**src/rtl/arm7tdmi_fetch.sv**
```systemverilog
`default_nettype none
// arm7tdmi_fetch: prefetch unit with one outstanding memory request and a
// 2-entry {instruction, pc} queue feeding decode; flush redirects the fetch stream.
module arm7tdmi_fetch #(
  parameter logic [31:0] RESET_VECTOR = 32'h00000000
) (
  input  logic        clk,
  input  logic        rst,
  input  logic        thumb_mode,
  input  logic        stall,
  input  logic        flush,
  input  logic [31:0] flush_target,
  output logic        mem_req,
  output logic [31:0] mem_addr,
  output logic        mem_size,
  input  logic        mem_ack,
  input  logic [31:0] mem_rdata,
  output logic [31:0] instruction,
  output logic [31:0] pc_out,
  output logic        instr_valid
);

  typedef enum logic [1:0] {
    FETCH   = 2'd0,
    WAIT    = 2'd1,
    DISCARD = 2'd2
  } state_e;

  state_e      state_q, state_d;
  logic [31:0] fetch_pc_q, fetch_pc_d;
  logic [31:0] req_addr_q, req_addr_d;
  logic        req_size_q, req_size_d;
  logic [1:0]  count_q, count_d;
  logic [31:0] instr0_q, instr0_d, instr1_q, instr1_d;
  logic [31:0] pc0_q, pc0_d, pc1_q, pc1_d;

  logic        issue, push, pop, ack_v;
  logic        cur_size;
  logic [31:0] cur_addr, push_data, redirect_pc;

  always_comb begin
    // A new request is only offered from FETCH; a flush in that cycle suppresses
    // it so the redirected stream starts cleanly on the following cycle.
    issue       = (state_q == FETCH) && (count_q < 2'd2) && !flush;
    mem_req     = !rst && (issue || (state_q == WAIT) || (state_q == DISCARD));
    cur_addr    = (state_q == FETCH) ? fetch_pc_q : req_addr_q;
    cur_size    = (state_q == FETCH) ? thumb_mode : req_size_q;
    mem_addr    = rst ? RESET_VECTOR : cur_addr;
    mem_size    = rst ? 1'b0 : cur_size;
    ack_v       = mem_req && mem_ack;
    push_data   = !cur_size ? mem_rdata :
                  (cur_addr[1] ? {16'h0000, mem_rdata[31:16]} : {16'h0000, mem_rdata[15:0]});
    push        = ack_v && !flush && (state_q != DISCARD);
    pop         = (count_q != 2'd0) && !stall && !flush;
    redirect_pc = thumb_mode ? {flush_target[31:1], 1'b0} : {flush_target[31:2], 2'b00};

    instr_valid = (count_q != 2'd0);
    instruction = instr0_q;
    pc_out      = pc0_q;
  end

  always_comb begin
    state_d    = state_q;
    fetch_pc_d = fetch_pc_q;
    req_addr_d = req_addr_q;
    req_size_d = req_size_q;
    case (state_q)
      FETCH: begin
        if (flush) begin
          fetch_pc_d = redirect_pc;
        end else if (issue) begin
          fetch_pc_d = fetch_pc_q + (thumb_mode ? 32'd2 : 32'd4);
          req_addr_d = fetch_pc_q;
          req_size_d = thumb_mode;
          if (!mem_ack) state_d = WAIT;
        end
      end
      WAIT: begin
        if (flush) begin
          fetch_pc_d = redirect_pc;
          state_d    = mem_ack ? FETCH : DISCARD;
        end else if (mem_ack) begin
          state_d = FETCH;
        end
      end
      DISCARD: begin
        if (flush) fetch_pc_d = redirect_pc;
        if (mem_ack) state_d = FETCH;
      end
      default: state_d = FETCH;
    endcase
  end

  // Queue is kept shift-style: entry 0 is always the head.
  always_comb begin
    count_d  = count_q;
    instr0_d = instr0_q;
    instr1_d = instr1_q;
    pc0_d    = pc0_q;
    pc1_d    = pc1_q;
    if (flush) begin
      count_d = 2'd0;
    end else begin
      case ({push, pop})
        2'b10: begin
          if (count_q == 2'd0) begin
            instr0_d = push_data;
            pc0_d    = cur_addr;
          end else begin
            instr1_d = push_data;
            pc1_d    = cur_addr;
          end
          count_d = count_q + 2'd1;
        end
        2'b01: begin
          instr0_d = instr1_q;
          pc0_d    = pc1_q;
          count_d  = count_q - 2'd1;
        end
        2'b11: begin
          if (count_q == 2'd1) begin
            instr0_d = push_data;
            pc0_d    = cur_addr;
          end else begin
            instr0_d = instr1_q;
            pc0_d    = pc1_q;
            instr1_d = push_data;
            pc1_d    = cur_addr;
          end
        end
        default: ;
      endcase
    end
  end

  always_ff @(posedge clk) begin
    if (rst) begin
      state_q    <= FETCH;
      fetch_pc_q <= RESET_VECTOR;
      req_addr_q <= RESET_VECTOR;
      req_size_q <= 1'b0;
      count_q    <= 2'd0;
      instr0_q   <= 32'h0;
      instr1_q   <= 32'h0;
      pc0_q      <= 32'h0;
      pc1_q      <= 32'h0;
    end else begin
      state_q    <= state_d;
      fetch_pc_q <= fetch_pc_d;
      req_addr_q <= req_addr_d;
      req_size_q <= req_size_d;
      count_q    <= count_d;
      instr0_q   <= instr0_d;
      instr1_q   <= instr1_d;
      pc0_q      <= pc0_d;
      pc1_q      <= pc1_d;
    end
  end

endmodule
`default_nettype wire
```
**config.mk**
```make
export PLATFORM = sky130hd
export DESIGN_NAME = arm7tdmi_fetch
export DESIGN_NICKNAME = d
export VERILOG_FILES = /design/src/rtl/arm7tdmi_fetch.sv
export SDC_FILE = /design/constraint.sdc
export NUM_CORES = 1
export LEC_CHECK = 0
export CELL_PAD_IN_SITES_DETAIL_PLACEMENT = 1
export CELL_PAD_IN_SITES_GLOBAL_PLACEMENT = 1
export CORE_ASPECT_RATIO = 0.7
export CORE_MARGIN = 2
export CORE_UTILIZATION = 36
export CTS_BUF_LIST = sky130_fd_sc_hd__clkbuf_4 sky130_fd_sc_hd__clkbuf_8
export CTS_CLUSTER_SIZE = 12
export DETAILED_ROUTE_END_ITERATION = 6
export HOLD_SLACK_MARGIN = 0.06
export PLACE_DENSITY = 0.82
export SLEW_MARGIN = 20
export SYNTH_ARGS = -nofsm -noshare
export SYNTH_HDL_FRONTEND = slang
export SYNTH_SLANG_ARGS = --single-unit
export TNS_END_PERCENT = 30
```
**constraint.sdc**
```tcl
create_clock -name clk -period 2.6 [get_ports clk]
set_input_delay 0.26 -clock clk [delete_from_list [all_inputs] [get_ports clk]]
set_output_delay 0.26 -clock clk [all_outputs]
set_load 0.1 [all_outputs]
```
==> results.cfg <==
[outcome]
status = finished with violations
violations = negative setup slack

[sta]
rsz0062_at_grt = true
slew_viol_final = 0
slew-limit-headroom_pct = 39.3
hold_viol = 0
setup_ws_ps = -25.9
skew_ps = 23.3
fmax_ghz = 0.381
fin_crit_sh_pct = 101
fin_crit_ps = 2630
setup_viol = 2
tightest_slew_ps = 910

[critical_path]
crit_required_ps = 3010
worst-endpoint-arrival_ps = 3040
rrSetupSlack_ps = -30
criticalPathCategory = register to register
r2r_start = count_q[0]
endpoint_kind = register
startpoint_type = register
cp_max_fo = 6
crit_path_start = count_q[0]

[die]
core.rowCount = 48
die_y_um = 138
dieArea_um2 = 26800
dieWidth_um = 195
initial_core_util_pct = 36.9
io_pins = 169
coreArea_um2 = 24900

[min_path]
hp-class = input port to register
worst_hold_startpoint = flush_target[12]

[routing]
drt_pass1_iterations = 5
wirelength_um = 33900
vias = 9113
vias_per_cell = 5.66
drt_iter0_markers = 625
routedWlPerCell_um = 21.0
route.antenna.remaining_nets = 0
route.detailed.drc = 0

[power]
power.leakage_nw = 4.87
ir_worst_vdd_mv = 0.332
p_per_area_nw_per_um2 = 557

[synthesis]
synth_cell_types = 68
synth-seq-area-share_pct = 42.3
synth_area_per_cell_um2 = 8.41
async_flop_share_pct = 0
ys.flop_type = dfxtp_1
yosys_warnings = 0
synth_top_family_by_area = simple AND/OR/NAND/NOR gates
synth_fp_nets = 1176
synth-simple-area-share_pct = 23.3
synthMuxAreaShare_pct = 6.35
synth-seq-cells = 194
synth_edf_count = 0
yosys.area_share.adder_pct = 1.99
syn_area_um2 = 9190
synth_compound_area_share_pct = 20.5
synth_xor_area_share_pct = 0.381
synth_cells = 1092

[global_route]
grt_pass1_wl_um = 48500
grt_antenna_before_repair = 0
grt_max_degree = 148
grt_pass1_vias = 8754
track_usage_pct = 23.2
grt-ovfl-total = 0

[placed_design]
dpl_worst_slack_ps = -241
place.port_buffers = 166
gp_routability_congestion = 0.838
dp_hpwl_um = 21700

[clocking]
clk_latency_ps = 490
clockBufferDepth = 2
cts-buffers-inserted = 17
htreeDepth = 4
cts_sinks = 194
clkTransAtPathRegs_ps = 120
cts_tree = built
root_buffer = clkbuf_8

[final_layout]
fillers = 2868
finalNetCount = 1357
multiInputGateArea_um2 = 5130
fin_util_pct = 51.4
regArea_um2 = 3890
drive_gt1_share_pct = 25.3
area_growth_pct = 39.1
insertedDiodeCount = 0

[run]
cap_viol_max_count = 0
worst max-delay path, cell delays in order, from the launching register on:
cell	delay [ps]
dfxtp_1	410
inv_1	100
ha_2	240
or3_4	400
buf_4	170
ha_1	170
nor2b_1	150
buf_4	140
o21ai_4	290
clkbuf_16	230
nand2_1	80
a21oi_1	180
power breakdown:
part | total, W | switching (W) | internal [W]
Clock | 0.00204 | 0.00130 | 0.000744
Sequential | 0.00325 | 0.000149 | 0.00310
Combinational | 0.00183 | 0.00117 | 0.000660
state kept, by name, summed over array words and instances, names as in the netlist:
name,cells
instr1_q,32
instruction,32
pc_out,32
fetch_pc_q,31
pc1_q,31
req_addr_q,31
count_q,2
state_q,2
req_size_q,1
synth_stat cells (all sizes together) (2+ instances only):
master / number / area [um2]
xnor2: 2 / 17.5
xor2: 2 / 17.5
clkbuf: 59 / 224
ha: 13 / 163
nor2b: 2 / 12.5
mux2: 16 / 218
nor3: 72 / 415
nand4: 6 / 52.6
dfxtp: 194 / 3880
a41o: 2 / 20.0
a31o: 2 / 17.5
nor2: 191 / 734
o21bai: 8 / 60.1
nor4: 6 / 67.6
and2: 4 / 25.0
mux2i: 34 / 365
nor3b: 2 / 15.0
o31ai: 2 / 20.0
o32ai: 2 / 17.5
o22ai: 2 / 12.5
a21oi: 85 / 425
o31a: 2 / 17.5
and4: 3 / 26.3
inv: 15 / 56.3
o21a: 3 / 22.5
nand3b: 2 / 15.0
a221oi: 35 / 432
or3: 2 / 12.5
o221ai: 2 / 17.5
nand2: 128 / 488
and3: 17 / 106
a311oi: 8 / 70.1
nand3: 26 / 135
buf: 34 / 198
nand2b: 3 / 18.8
o21ai: 12 / 60.1
a211oi: 83 / 628
worst paths after layout:
kind                                  endpoint  cells after the start
worst max register to register    instr1_q[12]                     11
worst max-delay path              instr1_q[12]                     11
worst min-delay path            fetch_pc_q[12]                      3
worst min register to register  req_addr_q[24]                      2
area by class of cell:
| cell class | instances | share of cell area (%) |
|---|---|---|
| multi-input cells | 790 | 40.2 |
| flip-flops and latches | 194 | 30.4 |
| repair buffers | 255 | 22.6 |
| well taps | 325 | 3.18 |
| clock buffers | 18 | 1.89 |
| clock inverters | 14 | 1.25 |
| inverters | 15 | 0.441 |
metrics by stage:
| stage | hold WS (ps) | total power (W) | instance area, um2 | instances | TNS, ps |
|---|---|---|---|---|---|
| 6_report | 363 | 0.00711 | 12800 | 1611 | -30.3 |
| 4_1_cts | 336 | 0.00707 | 12400 | 1596 | 0 |
| 2_1_floorplan | 396 | 0.00434 | 9210 | 1092 | -2770 |
| 5_1_grt | 351 | 0.00738 | 12800 | 1611 | -5480 |
| 3_5_place_dp | 447 | 0.00499 | 11800 | 1564 | -19500 |
| 3_3_place_gp | 439 | 0.00495 | 11800 | 1564 | -8200 |
layout by cell type, fill, tap and decap left out, types with 5 or more instances in the layout:
cell type        Yosys  routed
a311oi_1             8       8
inv_1               14      12
ha_1                13       8
a211oi_1            82      78
nor3_2              11      14
clkbuf_8             0      17
nand3_1             25      25
ha_2                 0       5
nor2_1             188     185
o21ai_0             11      10
a221oi_1            15      11
buf_12               0      50
dfxtp_1            194     191
clkdlybuf4s50_1      0      67
nand2_1            127     127
mux2_1               6       6
inv_6                0       6
clkbuf_16            0       8
nand4_1              5       5
mux2_4              10      10
a21oi_1             85      82
mux2i_1             32      16
mux2i_2              0       5
nor3_1              61      58
o21bai_1             8       8
a221oi_2            20      24
buf_4                2     124
mux2i_4              2      13
and3_1              17      16
cells by family after synthesis:
group                    Yosys count
AO/OA/AOI/OAI                    255
XOR/XNOR                           4
adder cells (fa/ha/maj)           14
buffers and inverters            108
flip-flops                       194
multiplexers                      50
other                              1
AND/OR/NAND/NOR                  466
metal layers:
metal / wire [um] / track usage [%] / vias up
li1: - / - / 4253
met1: 15600 / 32.6 / 4510
met2: 15600 / 36.5 / 301
met3: 1960 / 4.16 / 49
met4: 680 / 6.15 / 0
met5: 0 / 0 / -
repair_timing:
item                       in CTS  in global routing
gates cloned                    0                 10
setup endpoints to repair     142                147
pin swaps                       0                  8
gates resized for setup        40                 27
hold buffers                    0                  0
setup buffers                   0                  5
Note: power is estimated with default switching activity, not from simulation.
